**src/rtl/uart_rx.sv**
```systemverilog
// 8N1 UART receiver: two-flop input synchroniser, mid-bit start validation,
// bit-centre data sampling, one-cycle valid / framing_err pulses.
module uart_rx #(
    parameter int CLOCK_FREQ = 50_000_000,
    parameter int BAUD_RATE  = 115200
) (
    input  logic       clk,
    input  logic       rst,
    input  logic       rx,
    output logic [7:0] data_out,
    output logic       valid,
    output logic       framing_err,
    output logic       busy,
    output logic [2:0] dbg_state_o
);

    localparam int CLKS_PER_BIT = CLOCK_FREQ / BAUD_RATE;
    localparam int HALF_BIT     = CLKS_PER_BIT / 2;
    localparam int CNT_W        = (CLKS_PER_BIT > 2) ? $clog2(CLKS_PER_BIT) : 1;

    localparam logic [CNT_W-1:0] BIT_LAST  = CNT_W'(CLKS_PER_BIT - 1);
    localparam logic [CNT_W-1:0] HALF_LAST = CNT_W'(HALF_BIT - 1);

    typedef enum logic [2:0] {
        IDLE  = 3'd0,
        START = 3'd1,
        DATA  = 3'd2,
        STOP  = 3'd3,
        BREAK = 3'd4
    } state_t;

    state_t           state_q;
    logic             rx_meta_q;
    logic             rx_s_q;
    logic [CNT_W-1:0] clk_count_q;
    logic [2:0]       bit_index_q;
    logic [7:0]       shift_q;
    logic [7:0]       data_q;
    logic             valid_q;
    logic             framing_err_q;
    logic             busy_q;

    // valid is a bare one-cycle strobe: there is no ready, so a consumer
    // must capture data_out in the cycle valid is high or lose the byte.
    assign data_out    = data_q;
    assign valid       = valid_q;
    assign framing_err = framing_err_q;
    assign busy        = busy_q;
    assign dbg_state_o = state_q;

    always_ff @(posedge clk) begin
        if (rst) begin
            assert (CLKS_PER_BIT >= 4)
                else $fatal(1, "uart_rx: CLOCK_FREQ/BAUD_RATE must be at least 4");
        end
    end

    always_ff @(posedge clk) begin
        if (rst) begin
            state_q       <= IDLE;
            rx_meta_q     <= 1'b1;
            rx_s_q        <= 1'b1;
            clk_count_q   <= '0;
            bit_index_q   <= '0;
            shift_q       <= '0;
            data_q        <= 8'h00;
            valid_q       <= 1'b0;
            framing_err_q <= 1'b0;
            busy_q        <= 1'b0;
        end else begin
            rx_meta_q     <= rx;
            rx_s_q        <= rx_meta_q;
            valid_q       <= 1'b0;
            framing_err_q <= 1'b0;

            // busy tracks the state being entered, so it falls with valid.
            case (state_q)
                IDLE: begin
                    if (!rx_s_q) begin
                        state_q     <= START;
                        clk_count_q <= '0;
                        busy_q      <= 1'b1;
                    end
                end
                START: begin
                    if (clk_count_q == HALF_LAST) begin
                        clk_count_q <= '0;
                        if (!rx_s_q) begin
                            state_q     <= DATA;
                            bit_index_q <= '0;
                        end else begin
                            state_q <= IDLE;
                            busy_q  <= 1'b0;
                        end
                    end else begin
                        clk_count_q <= clk_count_q + 1'b1;
                    end
                end
                DATA: begin
                    if (clk_count_q == BIT_LAST) begin
                        clk_count_q          <= '0;
                        shift_q[bit_index_q] <= rx_s_q;
                        if (bit_index_q == 3'd7) begin
                            state_q <= STOP;
                        end else begin
                            bit_index_q <= bit_index_q + 1'b1;
                        end
                    end else begin
                        clk_count_q <= clk_count_q + 1'b1;
                    end
                end
                STOP: begin
                    // Leaving at mid-stop-bit gives half a bit of slack to the next start edge.
                    if (clk_count_q == BIT_LAST) begin
                        clk_count_q <= '0;
                        if (rx_s_q) begin
                            data_q  <= shift_q;
                            valid_q <= 1'b1;
                            state_q <= IDLE;
                            busy_q  <= 1'b0;
                        end else begin
                            framing_err_q <= 1'b1;
                            state_q       <= BREAK;
                        end
                    end else begin
                        clk_count_q <= clk_count_q + 1'b1;
                    end
                end
                BREAK: begin
                    if (rx_s_q) begin
                        state_q <= IDLE;
                        busy_q  <= 1'b0;
                    end
                end
                default: begin
                    state_q <= IDLE;
                    busy_q  <= 1'b0;
                end
            endcase
        end
    end

endmodule

```
**config.mk**
```make
export PLATFORM = sky130hd
export DESIGN_NAME = uart_rx
export DESIGN_NICKNAME = d
export VERILOG_FILES = /design/src/rtl/uart_rx.sv
export SDC_FILE = /design/constraint.sdc
export NUM_CORES = 1
export LEC_CHECK = 0
export BUFFER_PORTS_ARGS = -buffer_cell sky130_fd_sc_hd__buf_2
export CORE_ASPECT_RATIO = 1.25
export CORE_UTILIZATION = 60
export CTS_BUF_LIST = sky130_fd_sc_hd__clkbuf_8
export DETAILED_ROUTE_END_ITERATION = 7
export PLACE_DENSITY_LB_ADDON = 0.25
export SYNTH_ARGS = -nofsm -noshare
export SYNTH_HDL_FRONTEND = slang
export SYNTH_SLANG_ARGS = --single-unit
```
**constraint.sdc**
```tcl
create_clock -name clk -period 2.1 [get_ports clk]
set_clock_uncertainty 0.1 [all_clocks]
set_input_delay 0.42 -clock clk [delete_from_list [all_inputs] [get_ports clk]]
set_output_delay 0.42 -clock clk [all_outputs]
set_load 0.01 [all_outputs]
```
## Yosys cells after proc, flatten, opt, wreduce, memory -nomap -nowiden

Index checks and enable logic that the tools add are counted.

| word-level totals | value |
|---|---|
| register bits | 36 |
| output and inout bits | 14 |
| word-level logic and storage cells | 72 |

| operators by class | value |
|---|---|
| add/sub/neg operators | 2 |
| $lt $le $gt $ge | 2 |
| equal/unequal tests | 15 |
| multiplexer cells | 28 |
| bitwise operators | 3 |
| reductions and logical operators | 12 |

Operators with widths:

| kind | number |
|---|---|
| two-way mux 3 bit | 11 |
| two-way mux 9 bit | 3 |
| one-hot mux 9 bit (3 select lines) | 1 |
| inequality test 2 bit (second input constant) | 8 |
| one-hot mux 3 bit (5 select lines) | 1 |
| adder 9 x 1 -> 9 bit (second input constant) | 1 |
| == test 9 x 8 -> 1 bit (second input constant) | 1 |
| == test 9 bit (second input constant) | 1 |
| bitwise mux 8 bit | 1 |
| two-way mux 1 bit | 7 |
| == test 3 x 2 -> 1 bit (second input constant) | 2 |
| == test 3 bit (second input constant) | 2 |
| one-hot mux 3 bit (2 select lines) | 1 |
| AND reduction 6 bit | 1 |
| one-hot mux 1 bit (5 select lines) | 1 |
| AND reduction 5 bit | 1 |
| less-than comparator 3 x 4 -> 1 bit (second input constant) | 1 |
| AND reduction 2 bit | 2 |
| AND reduction 4 bit | 1 |
| adder 3 x 1 -> 3 bit (second input constant) | 1 |
| demux 1 bit (select 3 bit) | 1 |
| == test 3 x 1 -> 1 bit (second input constant) | 1 |
| >= comparator 3 x 1 -> 1 bit (second input constant) | 1 |
| logical NOT 3 bit | 1 |
| other kinds (8) | 10 |

## Depth between registers and ports, before layout

| logic depth | value |
|---|---|
| depth in word-level cells | 5 |
| mapped depth | 7 |
| mapped depth without buffers | 6 |

## Worst setup path after synthesis

Ideal clock, no wire load.

| timing | value |
|---|---|
| path type | reg2reg |
| start point | register state_q[0] (netlist: dbg_state_o[0]) |
| end point | register bit_index_q[0] |
| library setup time | 0.121 ns |
| arrival time | 1.645 ns |
| path slack | 0.234 ns |
| cell stages (with the launch flop) | 6 |
| path buffers | 1 |
| clock period less this slack | 1.866 ns |
| cells stage by stage | dfxtp_1 > buf_4 > or4b_1 > o21a_1 > nor3_2 > mux2_2 |

| on the way | value |
|---|---|
| cells in the longest elaborated chain, start to end | 3 |
| elaborated cells between the ends (all ways) | 9 |

RTL lines:

| item | line | source |
|---|---|---|
| start: declaration | 32 | `state_t state_q;` |
| start signal: assignment | 60 | `state_q <= IDLE;` |
| start signal: assignment | 80 | `state_q <= START;` |
| start signal: assignment | 89 | `state_q <= DATA;` |
| == test 3 x 2 -> 1 bit / == test 3 x 1 -> 1 bit (equally long branches) | 77 | `case (state_q)` |
| inequality test 2 bit (no source line) / nonzero test 2 bit (equally long branches) | n/a |  |
| AND reduction 5 bit (no source line) | n/a |  |
| end signal: assignment | 106 | `bit_index_q <= bit_index_q + 1'b1;` |
| end: declaration | 36 | `logic [2:0] bit_index_q;` |

Parallel ways exist; a longest one is shown, timed or not.
A chain may end at the register's enable or synchronous reset.

## Worst setup path after layout

| timing | value |
|---|---|
| start point | register clk_count_q[1] |
| end point | register bit_index_q[0] |

| on the way | value |
|---|---|
| cells in the longest elaborated chain, start to end | 3 |
| elaborated cells between the ends (all ways) | 5 |

RTL lines:

| item | line | source |
|---|---|---|
| start: declaration | 35 | `logic [CNT_W-1:0] clk_count_q;` |
| start signal: assignment | 96 | `clk_count_q <= clk_count_q + 1'b1;` |
| start signal: assignment | 109 | `clk_count_q <= clk_count_q + 1'b1;` |
| start signal: assignment | 126 | `clk_count_q <= clk_count_q + 1'b1;` |
| == test 9 bit / == test 9 x 8 -> 1 bit (equally long branches) | 100, 86 |  |
| inequality test 2 bit (no source line) | n/a |  |
| AND reduction 5 bit (no source line) (*) | n/a |  |

Mark *: on every way between the ends. The rest lies on a longest branch, timed or not.

==> key figures <==
Clock tree
  – H-tree depth: 2
  – PostCTS Resize Cnt: 0
  – Hold_buf cts: 0
  – Clock slew at reported path FFs: 0.08 ns
  – Post CTS Setup Buffer Count: 0
  – Clock root cell: clkbuf_8
  – Clock latency at the later pin of the worst-skew pair: 0.30 ns
  – CTS Buf Count: 5
  – CTS Buffer Depth: 2
  – Clock sinks: 36
  – CTS tree: built

Floorplan
  – Die W: 52.2 um
  – Die Y-Extent: 64.7 um
  – Die Footprint: 3380 um^2
  – FP Rows: 22
  – Core area: 2970 um^2
  – Initial Util: 63.6%
  – I/O pin total: 17

Synthesis
  – Synth Flop Type: dfxtp_1
  – Top cell type by total area after synthesis: dfxtp_1
  – Synthesized flop and latch total: 36
  – Cells after synthesis: 210
  – Post-synth ARST share: 0%
  – Post-synthesis cell type count: 54
  – Sequential fraction of the synthesis area: 38.1%
  – Syn Nets: 218
  – Mean post-synth cell area: 9.00 um^2
  – Yosys top cell area share: 38.1%
  – Synth Cell Area: 1890 um^2
  – Synth Warn #: 0
  – Ranking of synthesized cells by area: dfxtp_1, mux2i_1, nand2_1
  – Number of enable-type register cells in the synthesized netlist: 0

Setup path
  – CP Buf/Inv Count: 1
  – Worst Path Required: 2.19 ns
  – Critical path's slowest cell: mux2_2
  – CP Depth: 6
  – Critical Path, Cell by Cell: inv_1, ha_1, nor4b_2, a21boi_1, nor3_2, mux2_2
  – Crit-path leading delay family: simple AND/OR/NAND/NOR gates
  – CP Launch Type: flop
  – CP max FO: 4
  – Crit path DAT: 2.07 ns
  – R2R depth: 6
  – WS Path Type: flop to flop
  – Crit end category: flop
  – Max stage delay on crit path: 0.36 ns

Routing
  – Post-route ant nets: 0
  – DRC viols: 0
  – Via-to-Cell Ratio: 6.24
  – Avg WL per Cell: 16.1 um
  – Routed vias: 1672
  – Starting DRT DRC Count: 73
  – Routed wire length: 4310 um
  – TritonRoute pass-1 iters: 4

Timing
  – Sum Neg Setup Slack: 0 ns
  – Period utilization: 94.4%
  – Setup ws final: 0.117 ns
  – Final Hold Viols: 0
  – Worst-margin pin slew: 0.460 ns
  – Slew headroom: 69.3%
  – Max Fclk: 504 MHz
  – Post-layout min period: 1.98 ns
  – Slew Viols, Final: 0
  – Final setup viols: 0
  – RSZ-0062 raised after global routing: false

Run
  – Max-cap viol count: 0

Place
  – Dpl hpwl: 2970 um
  – RePlAce Congestion: 0.900
  – Pre-CTS setup slack: 0.144 ns
  – Port bufs: 16

Global route
  – First-pass GRT wire length: 7420 um
  – Largest net degree at the start of global routing: 30
  – Vias in the first global route: 1706
  – Total GRT Usage: 29.5%
  – Initial antenna violation count: 0
  – Global route total overflow: 0

Layout
  – Share of cells above drive strength 1: 20.3%
  – Nets: 239
  – Util after Layout: 72.4%
  – Fillers: 226
  – # diodes: 0
  – Area grow syn2layout: 13.9%

Hold path
  – Hold WC Path Type: input pin to flop
  – Hold depth: 2

Power
  – Leakage power: 0.879 nW
  – P per Cell Area: 801 nW/um^2
  – Maximum VDD drop: 0.732 mV

Outcome
  – Outcome: complete, no violations
cells in the mapped netlist (2+ instances only):
library cell	instances
o21a_1	2
ha_1	5
o21ai_0	3
a41o_1	2
mux2_2	2
buf_2	2
nor4_1	5
clkbuf_1	6
and2_1	2
buf_6	2
inv_1	9
nor3_1	5
o2111ai_1	2
a21boi_1	2
o41ai_1	2
o31a_1	2
mux2i_1	16
nor2_1	16
nand2_1	24
nand2b_1	2
o311a_1	2
and4_1	2
nor2b_1	6
dfxtp_1	36
a211o_1	2
a21oi_1	10
or2_2	2
o22ai_1	6
nand3_1	8
worst reg2reg max path: stages (launching register included):
cell,delay (ns)
dfxtp_1,0.35
inv_1,0.09
ha_1,0.14
nor4b_2,0.31
a21boi_1,0.23
nor3_2,0.30
mux2_2,0.36
routing by layer:
layer  part of all wire [%]  up-vias  track usage (%)
met4                    1.8        0             14.8
li1                       -      804                -
met5                      0        -                0
met1                     41      814             30.2
met3                    4.0       11             7.75
met2                     54       43             53.4
area by class of cell:
cell class	count	area [um^2]	share of cell area (%)
clock buffer	5	68.8	3.20
clock inverter	3	42.5	1.98
inverter	9	33.8	1.57
multi-input combinational	154	1080	50.2
sequential	36	722	33.5
tap	36	45.0	2.09
timing repair buffer	25	160	7.44
kinds of logic after synthesis:
group           count (synthesis)  share of synthesized area (%)
simple gates                   87                           27.4
buf+inv                        20                           5.10
fa+ha+maj                       5                           3.31
mux                            18                           9.67
compound gates                 44                           16.4
flops                          36                           38.1
report_power, final:
part	internal (W)	switching, W	leakage [nW]
combinational	0.000160	0.000215	0.534
sequential	0.000707	0.0000306	0.291
clock	0.000351	0.000260	0.0541
total	0.00122	0.000505	0.879
final timing paths:
check             slack (ns)      startpoint             end
setup / recovery        0.12  clk_count_q[1]  bit_index_q[0]
hold / removal          0.21              rx       rx_meta_q
hold reg to reg         0.31       rx_meta_q          rx_s_q
setup reg to reg        0.12  clk_count_q[1]  bit_index_q[0]
stage by stage:
stage               instances  hold slack [ns]  total power [W]  instance area (um^2)
floorplan                 210            0.289         0.000995                  1890
global placement          260            0.293          0.00109                  2030
detailed placement        260            0.300          0.00111                  2030
CTS                       268            0.204          0.00172                  2140
global route              268            0.209          0.00178                  2150
finish                    268            0.213          0.00172                  2150
cell usage in the layout, fill, tap and decap left out, types with 2 or more instances in the layout:
cell type  synthesis  routed
a211o_1            2       2
a21boi_1           2       2
a21oi_1           10      10
a41o_1             2       2
and2_1             2       2
and4_1             2       2
buf_2              2      16
buf_4              1       8
clkbuf_8           0       5
dfxtp_1           36      35
ha_1               5       5
inv_1              9       9
mux2_2             2       2
mux2i_1           16      16
nand2_1           24      24
nand2b_1           2       2
nand3_1            8       8
nor2_1            16      16
nor2b_1            6       6
nor3_1             5       5
nor4_1             5       5
o2111ai_1          2       2
o21a_1             2       2
o21ai_0            3       2
o21ai_1            1       2
o22ai_1            6       6
o311a_1            2       2
o31a_1             2       2
o41ai_1            2       2
or2_2              2       2
registers in the layout, indices dropped and copies added (netlist names):
signal / flops
busy: 1
rx_meta_q: 1
bit_index_q: 3
framing_err: 1
valid: 1
data_out: 8
clk_count_q: 9
shift_q: 8
rx_s_q: 1
dbg_state_o: 3
Power figures use the tool's default switching activity.
